$ cat config.mk
export PLATFORM = sky130hd
export DESIGN_NAME = pipe_reg
export DESIGN_NICKNAME = d
export VERILOG_FILES = /design/src/rtl/pipe_reg.sv
export SDC_FILE = /design/constraint.sdc
export NUM_CORES = 1
export LEC_CHECK = 0
export ABC_AREA = 1
export CAP_MARGIN = 20
export CORE_ASPECT_RATIO = 1.75
export CORE_MARGIN = 2
export CORE_UTILIZATION = 37
export CTS_CLUSTER_SIZE = 24
export DETAILED_ROUTE_END_ITERATION = 16
export PLACE_DENSITY = 0.68
export SYNTH_ARGS = -nofsm -noshare
export SYNTH_HDL_FRONTEND = slang
export SYNTH_SLANG_ARGS = --single-unit
$ cat constraint.sdc
create_clock -name clk -period 1.7 [get_ports clk]
set_input_delay 0.34 -clock clk [delete_from_list [all_inputs] [get_ports clk]]
set_output_delay 0.34 -clock clk [all_outputs]
set_load 0.01 [all_outputs]
$ cat src/rtl/pipe_reg.sv
// ----------------------------------------------------------------------------
// pipe_reg_chk
//   Assertion-only companion of pipe_reg. It observes the stage valid bits and
//   the handshake and flags any break of the elastic-pipe invariants. It has no
//   outputs and contributes no logic to the datapath.
//
// Ports
//   clk, rst, flush  : clock, synchronous reset and flush of the observed pipe
//   valid            : per-stage valid bits, bit DEPTH-1 is the output stage
//   in_ready         : observed input ready
//   out_valid        : observed output valid
//   out_ready        : downstream ready
//   out_data         : observed output data register
//   count            : observed occupancy counter
// ----------------------------------------------------------------------------
module pipe_reg_chk #(
    parameter int WIDTH = 8,
    parameter int DEPTH = 2,
    parameter int CNT_W = $clog2(DEPTH + 1)
) (
    input logic             clk,
    input logic             rst,
    input logic             flush,
    input logic [DEPTH-1:0] valid,
    input logic             in_ready,
    input logic             out_valid,
    input logic             out_ready,
    input logic [WIDTH-1:0] out_data,
    input logic [CNT_W-1:0] count
);

    // The registered occupancy must always agree with the stage valid bits.
    a_count_matches_valid: assert property (
        @(posedge clk) disable iff (rst)
        int'(count) == $countones(valid)
    );

    // A presented but unaccepted word stays put, unchanged, until taken.
    a_output_holds_when_stalled: assert property (
        @(posedge clk)
        (!rst && !flush && out_valid && !out_ready) |=> (out_valid && $stable(out_data))
    );

    // A full pipe whose consumer is stalled cannot take another word.
    a_full_stalled_not_ready: assert property (
        @(posedge clk) disable iff (rst)
        (int'(count) == DEPTH && !out_ready) |-> !in_ready
    );

endmodule

// ----------------------------------------------------------------------------
// pipe_reg
//   Elastic pipeline register: DEPTH stages of WIDTH-bit data, each with its
//   own valid bit, and a valid/ready handshake at both ends. An empty stage
//   always accepts from the stage behind it, so bubbles collapse while the
//   consumer is stalled and a stalled pipe fills to DEPTH words. flush drops
//   every in-flight word in one edge; rst also reloads the data registers.
//
// Parameters
//   WIDTH     : data width in bits (>= 1)
//   DEPTH     : number of register stages (>= 1)
//   RESET_VAL : value loaded into every data register on reset
//   CNT_W     : width of count, derived from DEPTH (do not override)
//
// Ports
//   clk       : rising-edge clock
//   rst       : synchronous active-high reset (priority over everything)
//   flush     : synchronous clear of all valid bits and of count
//   in_valid  : upstream word valid
//   in_ready  : pipe accepts the upstream word this cycle (combinational)
//   in_data   : upstream word
//   out_valid : last stage holds a word (flop output)
//   out_ready : downstream accepts this cycle
//   out_data  : last stage data register (flop output)
//   count     : number of valid stages, 0..DEPTH (flop output)
// ----------------------------------------------------------------------------
module pipe_reg #(
    parameter int               WIDTH     = 8,
    parameter int               DEPTH     = 2,
    parameter logic [WIDTH-1:0] RESET_VAL = {WIDTH{1'b0}},
    parameter int               CNT_W     = $clog2(DEPTH + 1)
) (
    input  logic             clk,
    input  logic             rst,
    input  logic             flush,
    input  logic             in_valid,
    output logic             in_ready,
    input  logic [WIDTH-1:0] in_data,
    output logic             out_valid,
    input  logic             out_ready,
    output logic [WIDTH-1:0] out_data,
    output logic [CNT_W-1:0] count
);

    // A zero-stage or zero-width pipe has no meaning; refuse to elaborate it.
    if (DEPTH < 1 || WIDTH < 1) begin : g_bad_params
        $error("pipe_reg: DEPTH and WIDTH must both be at least 1");
    end

    logic [DEPTH-1:0] valid_r;
    logic [WIDTH-1:0] data_r      [DEPTH];
    logic [DEPTH-1:0] ready_s;
    logic [DEPTH-1:0] src_valid_s;
    logic [WIDTH-1:0] src_data_s  [DEPTH];
    logic             in_fire_s;
    logic             out_fire_s;
    logic [CNT_W-1:0] count_r;

    // Stage k may load when it is empty or when every stage ahead of it can
    // move. Accumulating from the output end gives each stage the OR of
    // out_ready and all "empty" flags in front of it; this is the ready chain
    // written without a vector that feeds back on itself.
    always_comb begin
        logic acc;
        acc     = out_ready;
        ready_s = '0;
        for (int k = DEPTH - 1; k >= 0; k--) begin
            acc        = acc | ~valid_r[k];
            ready_s[k] = acc;
        end
    end

    // Stage 0 is fed from the input port, every later stage from its predecessor.
    for (genvar k = 0; k < DEPTH; k++) begin : g_src
        if (k == 0) begin : g_head
            assign src_valid_s[k] = in_valid;
            assign src_data_s[k]  = in_data;
        end else begin : g_body
            assign src_valid_s[k] = valid_r[k-1];
            assign src_data_s[k]  = data_r[k-1];
        end
    end

    assign in_fire_s  = in_valid & ready_s[0];
    assign out_fire_s = valid_r[DEPTH-1] & out_ready;

    // Stage registers: a ready stage takes its source valid bit, but only
    // overwrites its data when the source actually carries a word, so the
    // data of an emptied stage keeps its last value.
    always_ff @(posedge clk) begin
        if (rst) begin
            valid_r <= '0;
            for (int k = 0; k < DEPTH; k++) begin
                data_r[k] <= RESET_VAL;
            end
        end else if (flush) begin
            valid_r <= '0;
        end else begin
            for (int k = 0; k < DEPTH; k++) begin
                if (ready_s[k]) begin
                    valid_r[k] <= src_valid_s[k];
                    if (src_valid_s[k]) begin
                        data_r[k] <= src_data_s[k];
                    end
                end
            end
        end
    end

    // Occupancy counter: moves only on an input-only or output-only edge;
    // internal stage-to-stage moves never change the number of words held.
    always_ff @(posedge clk) begin
        if (rst) begin
            count_r <= '0;
        end else if (flush) begin
            count_r <= '0;
        end else begin
            case ({in_fire_s, out_fire_s})
                2'b10:   count_r <= count_r + CNT_W'(1'b1);
                2'b01:   count_r <= count_r - CNT_W'(1'b1);
                default: count_r <= count_r;
            endcase
        end
    end

    assign in_ready  = ready_s[0];
    assign out_valid = valid_r[DEPTH-1];
    assign out_data  = data_r[DEPTH-1];
    assign count     = count_r;

    pipe_reg_chk #(
        .WIDTH (WIDTH),
        .DEPTH (DEPTH),
        .CNT_W (CNT_W)
    ) u_chk (
        .clk       (clk),
        .rst       (rst),
        .flush     (flush),
        .valid     (valid_r),
        .in_ready  (in_ready),
        .out_valid (out_valid),
        .out_ready (out_ready),
        .out_data  (out_data),
        .count     (count_r)
    );

endmodule

Word level (Yosys, flattened, before mapping) --
Memory sizes are Yosys's and may differ from the RTL's. Index checks and enable logic that the tools add are counted.
Storage, ports and cells: memory bits (read-only) 0, memories 1, input port bits 13, flip-flop bits (word level) 4, memory bits (writable) 16, latch bits 0
Memory list:
- data_r | words 2, bits a word 8, rd ports 2, clocked after memory_dff 0, write ports 2, line 102 | logic [WIDTH-1:0] data_r [DEPTH];
Cells by class: $lt $le $gt $ge 0, div/mod/pow operators 0, shift-type cells 0, $add $sub $neg 2, mux-type cells 15, equal/unequal tests 2, reduce and logical (&&, ||, !) cells 2, bitwise gates (word level) 8, multipliers 0
Operators by type and width (count):
- 8-bit two-way mux | 2
- 1-bit two-way mux | 12
- 1-bit OR | 4
- 2-bit one-hot mux with 2 select lines | 1
- 2-bit by 1-bit adder with 2-bit output (second input constant) | 1
- 1-bit bitwise AND | 2
- 2-bit by 1-bit == test with 1-bit output (second input constant) | 1
- 2-bit == test (second input constant) | 1
- 1-bit inverter | 2
- 2-bit nonzero test | 1
- 2-bit OR reduction | 1
- 2-bit by 1-bit subtractor with 2-bit output (second input constant) | 1

Logic depth before layout (Yosys ltp) --
Gate-level depths: netlist (run 1).
depth after elaboration 8, depth in mapped cells 9, gate-level depth less buffers 9

Least setup slack after synthesis (run 1) --
OpenSTA, ideal clock, no wires.
path kind flip-flop to flip-flop, from register valid_r[1], to memory data_r[0][0], enable pin, stages on the path, launching flop included 4, setup time 0.384 ns, arrival 1.214 ns, path slack 0.102 ns, path through dfxtp_1 nand3_2 nand2_1 o21ai_0
RTL lines:
- from (decl) | line 101 | logic [DEPTH-1:0] valid_r;
- from (signal, indexed assignment) | line 152 | valid_r[k] <= src_valid_s[k];
- to (decl) | line 102

Worst setup path in the final report (run 1) --
from input port out_ready, to output port in_ready
On the way: cells in the longest elaborated chain, start to end 2
Ends and longest elaborated chain:
- from (decl) | line 91 | input logic out_ready,
- 1-bit OR (2 in series) | line 119 | acc = acc | ~valid_r[k];
- to (decl) | line 88 | output logic in_ready,
No other way between the ends.

==> metrics, run 1 <==
Synth Instances=77; Via density=4.72; # diodes=0; CP max FO=4; Routability Congestion=0.702; clk_lat worst skew=0.25 ns; TritonCTS clock tree=done; clock power share=30.9%; Final min period=1.61 ns; register area share after synthesis=57.9%; global-route total usage across every layer=11.2%; Pleak=0.460 nW; critical path startpoint category=input pin; Reg clk slew, reported paths=0.07 ns; Max clock buf depth=2; hold path cells=1; critical-path cell list=clkdlybuf4s50_1 > inv_1 > nand3_2 > dlygate4sd2_1; Sw Ratio=20.5%; First DRT Iteration DRCs=6; status=finished clean; Final Hold Fails=0; DRT antenna net count=0; die width=42.7 um; Final setup viols=0; CP delay by family, top=buffers and inverters; total core area=0.00249 mm^2; synth warn=0; post-synthesis register bit count=20; Power Dens Cells=789 mW/mm^2; CTS buffer count=3; Post-CTS Setup Bufs=0; # H-tree levels=1; Max VDD drop=0.000514 V; syn_nets=91; gr ovfl total=0; Worst Clk Skew=0.000586 ns; DRT Wirelength=1520 um; Min Hold Slack=0.516 ns; clock sink count=20; worst hold-check path type=reg2reg; Rows=24; WL/cell=12.1 um; mapped cell area=968 um^2; Slew @ Worst Pin=0.344 ns; commonest non-fill, non-tap cells in the layout=clkdlybuf4s50_1, edfxtp_1, a21boi_2, inv_1, nand2_1; power share of the sequential group=57.1%; largest net degree at the start of global routing=17; Comb pwr share=12.0%; post-synth cell types=16; vias in the first global route=607; most common cell after layout, fill and taps aside=clkdlybuf4s50_1; I/O Buffers=24; fin crit share=94.7%; layout cells sized above 1=24.0%; Pint=0.000787 W; CP peak stage delay=0.42 ns; Arrival @ worst endpoint=1.27 ns; Crit Path Category=in2out; critical path's slowest cell=clkdlybuf4s50_1; worst reg-to-reg path cell count=8; Die Ht=71.7 um; vias after detailed routing=595; initial antenna violation count=0; dpl cells=122; buffers and inverters on the worst path=3; Power, Total=0.000991 W; DRT Pass-1 Iters=3; FF-to-FF End=count[1]$_SDFFE_PP0P_; total of max-cap violations=0; worst rel slew slack=77.0%; final slew viol count=0; Fin Setup TNS=0 ns; Top Ports=25; hold endpoint=count[0]$_SDFFE_PP0P_; RSZ-0062 raised after global routing=false; area grow syn2layout=29.6%; root buf cell=clkbuf_8; DP Wirelength=1200 um; die area=0.00306 mm^2; P_sw=0.000203 W; Fmax achieved=0.621 GHz; R2R Path Start=valid_r[0]$_SDFFE_PP0P_; Post-Route Utilization=50.4%; DRC=0; Mapped Avg Cell Area=12.6 um^2; Post-Layout Cell Count=126; R2R Setup Slk=0.32 ns; worst path required time=1.36 ns; starting utilization of the core area=38.9%; first-pass GRT wire length=2560 um; CP Capture Type=primary output; Hold Startpoint=count[0]$_SDFFE_PP0P_; nets@finish=115
-- stage by stage --
step	setup WS, ns	cell area (um^2)
5_1_grt	0.00713	1250
6_report	0.0906	1250
3_3_place_gp	-0.120	1210
2_1_floorplan	0.102	968
3_5_place_dp	-0.185	1210
4_1_cts	0.0768	1250
-- area by class of cell --
cell class                      instances  area [um^2]
Clock buffer                            3         41.3
Sequential cell                        20          561
Timing Repair Buffer                   29          289
Fill cell                             233         1240
Inverter                                8         30.0
Multi-Input combinational cell         39          298
Tap cell                               26         32.5
Clock inverter                          1         3.75
-- timing repair --
action / in CTS / in global routing
endpoints found under the setup margin: 1 / 1
pin swaps: 0 / 0
hold buffers: 0 / 0
gates resized for setup: 1 / 2
-- synth_stat cells (all sizes together) --
cell type	n	area share (%)
a21boi	16	16
dfxtp	4	8.3
nor2	5	2.7
o21ai	2	1.0
nand3	3	3.9
buf	10	8.5
nand2	8	3.1
a21oi	3	1.5
nand4	1	0.65
ha	1	1.3
edfxtp	16	50
inv	8	3.1
-- per-layer routing --
layer  GRT usage, %  share of wire, %
met4           7.29               1.4
met5              0                 0
met3           1.76               4.5
met1           10.8                36
met2           20.9                58
-- cells by family after synthesis --
logic type	Yosys count	share of synthesized area, %
AOI/OAI and AO/OA	21	18.9
adders and majority gates	1	1.29
buffers and inverters	18	11.6
DFF	20	57.9
and+or+nand+nor	17	10.3
-- registers in the layout, indices dropped and copies added, names as in the netlist --
name	flops
data_r	16
count	2
valid_r	2
-- worst max-delay path by stage --
stage | from | endpoint | cells past startpoint
2_1_floorplan | valid_r[1]$_SDFFE_PP0P_ | data_r[0][0]$_SDFFCE_PN0P_ | 3
3_3_place_gp | out_ready | in_ready | 4
3_5_place_dp | out_ready | count[1]$_SDFFE_PP0P_ | 10
4_1_cts | out_ready | count[1]$_SDFFE_PP0P_ | 10
5_1_grt | out_ready | count[1]$_SDFFE_PP0P_ | 10
6_report | out_ready | in_ready | 4
-- power by group through the flow --
stage          registers (W)  clock network [W]   logic, W
2_1_floorplan       0.000576                  0  0.0000638
3_3_place_gp        0.000575                  0   0.000116
3_5_place_dp        0.000578                  0   0.000119
4_1_cts             0.000567           0.000317   0.000119
5_1_grt             0.000568           0.000336   0.000129
6_report            0.000566           0.000306   0.000119
Power figures use the tool's default switching activity.
==> run 2: changes to the inputs <==
- SLEW_MARGIN: unset -> 20
==> results of run 2 <==
No change in the layout: final DEF, timing and power equal those of run 1.
==> run 3: changes to the inputs <==
- clock period: 1.7 -> 1.75 ns (I/O delays scaled with it)
==> run 3 against run 2 <==
  * Total power decreased by 2.9%
  * Utilization is 0.10 points lower
  * Sequential share of layout area is 0.089 points higher
  * Design area down 0.20%
  * Cell count unchanged
  * Die area did not move
  * Routed wire length shrank 0.39%
  * Critical path depth unchanged
==> metrics, run 3 (same netlist as run 1, synthesis figures left out) <==
status=finished clean; WL/cell=12.0 um; Max clock buf depth=2; Slew @ Worst Pin=0.344 ns; DRC=0; dpl cells=122; global-route total usage across every layer=11.2%; Top Ports=25; CTS Hold Bufs=0; hold endpoint=count[0]$_SDFFE_PP0P_; die width=42.7 um; TritonCTS clock tree=done; vias in the first global route=607; CP max FO=4; # H-tree levels=1; Fill cells=230; Die Ht=71.7 um; final slew viol count=0; DP Wirelength=1200 um; starting utilization of the core area=38.9%; Pleak=0.460 nW; Final setup viols=0; Post-CTS Setup Bufs=0; Biggest register=data_r; Final min period=1.61 ns; Crit Path Category=in2out; worst reg-to-reg path cell count=8; total of max-cap violations=0; layout cells sized above 1=23.0%; largest net degree at the start of global routing=17; gr ovfl total=0; Post-Layout Cell Count=126; first-pass GRT wire length=2560 um; Power, Total=0.000962 W; total core area=0.00249 mm^2; Fmax achieved=0.621 GHz; initial antenna violation count=0; worst hold-check path type=reg2reg; Min Hold Slack=0.517 ns; fin crit share=92.1%; root buf cell=clkbuf_8; worst rel slew slack=77.0%; area grow syn2layout=29.3%; R2R Setup Slk=0.35 ns; hold path cells=1; R2R Path Start=valid_r[0]$_SDFFE_PP0P_; DRT Pass-1 Iters=3; Arrival @ worst endpoint=1.26 ns; RSZ-0062 raised after global routing=false; clock sink count=20; nets@finish=115; DRT antenna net count=0; Max VDD drop=0.000499 V; # diodes=0; worst path required time=1.40 ns; critical path startpoint category=input pin; most common cell after layout, fill and taps aside=clkdlybuf4s50_1; Fin Setup TNS=0 ns; Rows=24; Worst Clk Skew=0.000578 ns; I/O Buffers=24; First DRT Iteration DRCs=6; clk_lat worst skew=0.25 ns; commonest non-fill, non-tap cells in the layout=clkdlybuf4s50_1, edfxtp_1, a21boi_2, nand2_1, inv_1; die area=0.00306 mm^2; DRT Wirelength=1510 um; CP Capture Type=primary output; Routability Congestion=0.702; Via density=4.71; vias after detailed routing=593; Final Hold Fails=0; max reg flops=16; CTS buffer count=3; Hold Startpoint=count[0]$_SDFFE_PP0P_; Power Dens Cells=768 mW/mm^2; Reg clk slew, reported paths=0.07 ns; FF-to-FF End=count[1]$_SDFFE_PP0P_
[run 3: changes by cell type in the layout (fill, tap and decap cells not counted)]
cell / previous run / this run
nand2_1: 7 / 8
nand2_2: 1 / 0
[run 3: layout make-up]
cell class	instances	area (um^2)	share of cell area [%]
clock buffers	3	41.3	3.30
clock inverters	1	3.75	0.300
inverters	8	30.0	2.40
multi-input cells	39	295	23.6
flip-flops and latches	20	561	44.8
well taps	26	32.5	2.60
repair buffers	29	289	23.1
[run 3: where the power goes]
| part | switching (W) | leakage, nW | internal (W) |
|---|---|---|---|
| combinational | 0.0000470 | 0.236 | 0.0000681 |
| clock | 0.000141 | 0.0231 | 0.000156 |
| sequential | 0.00000906 | 0.201 | 0.000541 |
[run 3: through the flow]
stage | area (um^2) | setup slack (ns) | util (%)
6_report | 1250 | 0.138 | 50.3
5_1_grt | 1250 | 0.0130 | 50.3
4_1_cts | 1250 | 0.117 | 50.3
3_5_place_dp | 1210 | -0.145 | 48.5
3_3_place_gp | 1210 | -0.0902 | 48.5
2_1_floorplan | 968 | 0.142 | -
[run 3: what timing repair did]
item / CTS / global route
gates resized for setup: 1 / 1
endpoints found under the setup margin: 1 / 1
pin swaps: 0 / 0
[run 3: metal layers]
layer,global-route usage [%],vias to the layer above,part of all wire [%]
li1,-,303,-
met1,10.8,267,35
met2,20.9,21,58
met3,1.76,2,4.5
met4,7.29,0,1.5
met5,0,-,0
[run 3: worst max path at each step]
stage / startpoint / to / slack, ns / depth (start not counted)
global route: out_ready / count[1]$_SDFFE_PP0P_ / 0.01 / 10
CTS: out_ready / count[1]$_SDFFE_PP0P_ / 0.12 / 10
detailed placement: out_ready / count[1]$_SDFFE_PP0P_ / -0.15 / 10
floorplan: out_ready / data_r[0][0]$_SDFFCE_PN0P_ / 0.14 / 4
finish: out_ready / in_ready / 0.14 / 4
global placement: out_ready / in_ready / -0.09 / 4
[run 3: worst max-delay path: stages]
cell and delay (ns):
clkdlybuf4s50_1 0.42, inv_1 0.09, nand3_2 0.10, dlygate4sd2_1 0.31
